## config.mk

```make
export PLATFORM = sky130hd
export DESIGN_NAME = led_fade_pwm
export DESIGN_NICKNAME = d
export VERILOG_FILES = /design/src/rtl/led_fade_pwm.sv
export SDC_FILE = /design/constraint.sdc
export NUM_CORES = 1
export LEC_CHECK = 0
export ABC_CLOCK_PERIOD_IN_PS = 3990
export BUFFER_PORTS_ARGS = -buffer_cell sky130_fd_sc_hd__buf_2
export CAP_MARGIN = 20
export CORE_MARGIN = 5
export CORE_UTILIZATION = 24
export CTS_CLUSTER_DIAMETER = 150
export DETAILED_ROUTE_END_ITERATION = 8
export SYNTH_ARGS = -nofsm -noshare
export SYNTH_HDL_FRONTEND = slang
export SYNTH_SLANG_ARGS = --single-unit
```

## constraint.sdc

```tcl
create_clock -name sys_clk -period 3.99 [get_ports sys_clk]
set_input_delay 0.798 -clock sys_clk [delete_from_list [all_inputs] [get_ports sys_clk]]
set_output_delay 0.798 -clock sys_clk [all_outputs]
set_load 0.005 [all_outputs]
```

## src/rtl/led_fade_pwm.sv

```systemverilog
// PWM LED driver with linear cross-fade.
// Takes a 4-bit on/off pattern and ramps each channel's PWM duty toward full or zero. The duty
// changes by one step every FADE_DIV PWM frames, or snaps to the target at frame end when fading
// is disabled.
module led_fade_pwm #(
  parameter int unsigned PWM_PERIOD = 1000,
  parameter int unsigned FADE_DIV   = 10,
  parameter int unsigned CNT_W      = $clog2(PWM_PERIOD + 1)
) (
  input  logic       sys_clk,
  input  logic       sys_rst_n,
  input  logic [3:0] led_in,
  input  logic       fade_en,
  output logic [3:0] led_out,
  output logic       fade_busy
);

  localparam int unsigned FADE_W = (FADE_DIV > 1) ? $clog2(FADE_DIV) : 1;

  localparam logic [CNT_W-1:0]  PWM_MAX   = CNT_W'(PWM_PERIOD - 1);
  localparam logic [CNT_W-1:0]  DUTY_FULL = CNT_W'(PWM_PERIOD);
  localparam logic [FADE_W-1:0] FADE_MAX  = FADE_W'(FADE_DIV - 1);

  logic [CNT_W-1:0]       pwm_cnt_q, pwm_cnt_d;
  logic [FADE_W-1:0]      fade_cnt_q, fade_cnt_d;
  logic [3:0]             led_in_q;
  logic [3:0][CNT_W-1:0]  duty_q, duty_d;
  logic [3:0][CNT_W-1:0]  target;
  logic [3:0]             led_out_d;
  logic                   fade_busy_d;
  logic                   frame_end;
  logic                   step;

  // Frame counter and fade prescaler; all channels share them so they step together.
  always_comb begin
    frame_end  = (pwm_cnt_q == PWM_MAX);
    step       = frame_end && (fade_cnt_q == FADE_MAX);
    pwm_cnt_d  = frame_end ? '0 : pwm_cnt_q + CNT_W'(1);
    fade_cnt_d = fade_cnt_q;
    if (frame_end) begin
      fade_cnt_d = (fade_cnt_q == FADE_MAX) ? '0 : fade_cnt_q + FADE_W'(1);
    end
  end

  // Per-channel duty update; duty only moves on frame boundaries so no runt pulses appear.
  always_comb begin
    fade_busy_d = 1'b0;
    for (int i = 0; i < 4; i++) begin
      target[i]    = led_in_q[i] ? DUTY_FULL : '0;
      duty_d[i]    = duty_q[i];
      led_out_d[i] = (pwm_cnt_q < duty_q[i]);
      if (duty_q[i] != target[i]) begin
        fade_busy_d = 1'b1;
      end
      if (fade_en) begin
        if (step) begin
          if (duty_q[i] < target[i]) begin
            duty_d[i] = duty_q[i] + CNT_W'(1);
          end else if (duty_q[i] > target[i]) begin
            duty_d[i] = duty_q[i] - CNT_W'(1);
          end
        end
      end else if (frame_end) begin
        duty_d[i] = target[i];
      end
    end
  end

  // State registers; reset clears duty and drives outputs low immediately.
  always_ff @(posedge sys_clk or negedge sys_rst_n) begin
    if (!sys_rst_n) begin
      pwm_cnt_q  <= '0;
      fade_cnt_q <= '0;
      led_in_q   <= '0;
      duty_q     <= '0;
      led_out    <= '0;
      fade_busy  <= 1'b0;
    end else begin
      pwm_cnt_q  <= pwm_cnt_d;
      fade_cnt_q <= fade_cnt_d;
      led_in_q   <= led_in;
      duty_q     <= duty_d;
      led_out    <= led_out_d;
      fade_busy  <= fade_busy_d;
    end
  end

endmodule

```

==> flow_metrics.env <==
export IMPL_outcome="completed"
export IMPL_die_w_um=162
export IMPL_finalNetCount=726
export IMPL_endpoint_kind="flip-flop"
export IMPL_setup_violations=0
export IMPL_drv_slew=0
export IMPL_post_drt_via_cell_ratio=4.95
export IMPL_ir_drop_mv=0.151
export IMPL_r2r_cells=11
export IMPL_max_cap_violations=0
export IMPL_grt_pass1_wl_um=22100
export IMPL_min_to="fade_cnt_q[0]$_DFFE_PN0N_"
export IMPL_vias=4518
export IMPL_start_util_pct=24.4
export IMPL_arrival_ns=3.76
export IMPL_ant_nets=0
export IMPL_clock_fmax_ghz=0.283
export IMPL_num_rows=55
export IMPL_grt_pass1_vias=4445
export IMPL_cts_inserted_buffers=9
export IMPL_antenna_found_initial=0
export IMPL_die_area_mm2=0.0262
export IMPL_drt_iter0_drc=242
export IMPL_grt_max_degree=64
export IMPL_slowest_stage="o21ai_1"
export IMPL_syn_avg_cell_area_um2=9.12
export IMPL_rsz0062_at_grt="false"
export IMPL_synth_top_cell_area_share_pct=28.5
export IMPL_port_buffers=11
export IMPL_drive_gt1_share_pct=7.18
export IMPL_syn2layout_area_growth_pct=12.9
export IMPL_syn_area_mm2=0.00553
export IMPL_slew_headroom_pct=28.7
export IMPL_p_per_area_mw_per_mm2=264
export IMPL_hold_path_depth=1
export IMPL_wl_per_cell_um=14.1
export IMPL_worstPathMaxFanout=12
export IMPL_final_common_cell="ha_1"
export IMPL_ys_ff_latch=63
export IMPL_multi_input_area_mm2=0.00366
export IMPL_overflow=0
export IMPL_clock_skew_ns=0.00817
export IMPL_r2r_start="led_in_q[3]$_DFF_PN0_"
export IMPL_ctsHoldBuffers=0
export IMPL_rrSetupSlack_ns=0.45
export IMPL_firstDrtPassIters=5
export IMPL_hold_class="reg -> reg"
export IMPL_regArea_mm2=0.00158
export IMPL_leakagePower_nw=2.97
export IMPL_critPathKind="reg -> reg"
export IMPL_clkSlewWorstSetupHoldPaths_ns=0.06
export IMPL_max_stage_delay_ns=0.85
export IMPL_final_period_utilization_pct=88.6
export IMPL_clk_latency_ns=0.34
export IMPL_synthTopCellsByArea="dfrtp_1, ha_1, a21o_1"
export IMPL_syn_nets=710
export IMPL_period_needed_ns=3.54
export IMPL_layout_common_cells="ha_1, dfrtp_1, inv_1, a21oi_1, nor2_1"
export IMPL_r2r_end="duty_q[39]$_DFFE_PN0P_"
export IMPL_wirelength_um=12900
export IMPL_routabilityCongestion=0.802
export IMPL_cts_repair_resized=0
export IMPL_worstMarginPinSlew_ns=1.06
export IMPL_hpwl_um=9190
export IMPL_synthArstFlopShare_pct=100
export IMPL_start_kind="flip-flop"
export IMPL_yosysSeqAreaShare_pct=28.5
export IMPL_track_usage_pct=10.2
export IMPL_yosys_warnings=0
export IMPL_cts_htree_levels=3
export IMPL_fillCellCount=2359
export IMPL_cts_buffer_depth=2
export IMPL_design_core_area_mm2=0.0226
export IMPL_hp_start="fade_cnt_q[0]$_DFFE_PN0N_"
export IMPL_die_y_um=162
export IMPL_synth_edf_count=0
export IMPL_synthDistinctLibCells=56
export IMPL_yosysTopAreaCell="dfrtp_1"
export IMPL_synthCells=606
export IMPL_cts_setup_buffers=0
export IMPL_diodes=0
export IMPL_drc_errors=0
export IMPL_synth_ff_type="dfrtp_1"
export IMPL_required_ns=4.22
export IMPL_tns_ns=0
export IMPL_cts_root_buf="clkbuf_16"
export IMPL_cts_tree="done"
export IMPL_postLayoutCoreUtil_pct=27.6
export IMPL_cts_sinks=63
export IMPL_crit_top_cell="ha_1"
export IMPL_hold_violations=0
export IMPL_io_pins=12
export IMPL_path_cells="inv_1 > ha_1 > nand4_1 > o21ai_1 > ha_1 > a21oi_1 > o21ai_0 > a221oi_1 > xor2_1 > mux2i_1 > nand2_1"
-- synthesized netlist by cell type (3+ instances only) --
master / n
a221o_1: 3
fa_1: 4
dfrtp_1: 63
nand2_1: 19
a221oi_1: 3
o21ai_1: 3
mux2i_1: 7
a211oi_1: 5
nor4_1: 6
xor2_1: 14
a211o_1: 4
o21ai_0: 30
buf_6: 3
a21oi_1: 45
ha_1: 93
nor3_1: 8
o21bai_1: 11
nand2b_1: 10
nor2b_1: 4
o211ai_1: 5
xnor2_1: 20
nand4_1: 15
a31oi_1: 14
and4_1: 3
nor2_1: 45
clkbuf_1: 7
nand3_1: 26
inv_1: 54
a21oi_2: 4
o21a_1: 5
a2111oi_0: 5
a21o_1: 31
and3_1: 3
-- per-layer routing --
layer,GRT usage [%],share of wire (%),up-vias
met2,16.5,46,67
met1,13.4,49,2154
met3,2.99,3.9,17
met4,2.42,1.3,0
li1,-,-,2280
met5,0,0,-
-- state kept, by name, summed over array words and instances, names as in the netlist --
name	flops
fade_busy	1
led_out	4
duty_q	40
fade_cnt_q	4
pwm_cnt_q	10
led_in_q	4
-- cell families after synthesis --
group	synth area share, %
adders and majority gates	22.5
and+or+nand+nor	13.6
xor gates and xnor gates	5.39
muxes	1.88
buffers and inverters	5.27
DFF	28.5
AOI/OAI and AO/OA	22.8
-- report_power, final --
group,internal [mW],switching (mW),total [mW]
registers,0.641,0.00171,0.643
logic,0.0420,0.0788,0.121
clock network,0.581,0.305,0.886
total,1.26,0.385,1.65
-- layout make-up --
| class | count | area share (%) |
|---|---|---|
| Timing Repair Buffer | 20 | 1.96 |
| Inverter | 54 | 3.25 |
| Clock inverter | 3 | 1.04 |
| Sequential cell | 63 | 25.2 |
| Clock buffer | 13 | 4.17 |
| Multi-Input combinational cell | 474 | 58.6 |
| Tap cell | 285 | 5.71 |
-- how the worst max path moves through the flow --
stage,startpoint,end,slack (ns),depth (start not counted)
3_5_place_dp,led_in_q[2]$_DFF_PN0_,duty_q[29]$_DFFE_PN0P_,0.48,11
6_report,led_in_q[3]$_DFF_PN0_,duty_q[39]$_DFFE_PN0P_,0.45,11
2_1_floorplan,led_in_q[0]$_DFF_PN0_,duty_q[8]$_DFFE_PN0P_,0.78,11
5_1_grt,led_in_q[3]$_DFF_PN0_,duty_q[37]$_DFFE_PN0P_,0.08,11
3_3_place_gp,led_in_q[2]$_DFF_PN0_,duty_q[29]$_DFFE_PN0P_,0.57,11
4_1_cts,led_in_q[2]$_DFF_PN0_,duty_q[29]$_DFFE_PN0P_,0.47,11
-- metrics by stage --
stage	hold slack, ns	area (µm²)	power, mW	worst slack (ns)	std cells
3_5_place_dp	0.501	5920	0.776	0.485	896
3_3_place_gp	0.500	5920	0.775	0.572	896
5_1_grt	0.555	6240	1.71	0.0813	912
2_1_floorplan	0.472	5530	0.736	0.777	606
6_report	0.515	6240	1.65	0.453	912
4_1_cts	0.511	6240	1.67	0.471	912
-- critical path, delay by kind of cell, from the launching register on --
family                     cells  cell delay (ns)
and+or+nand+nor                2             0.20
xor gates and xnor gates       1             0.21
adders and majority gates      2             0.80
buffers and inverters          1             0.11
DFF                            1             0.35
AOI/OAI and AO/OA              4             1.54
muxes                          1             0.21
Note: power is estimated with default switching activity, not from simulation.
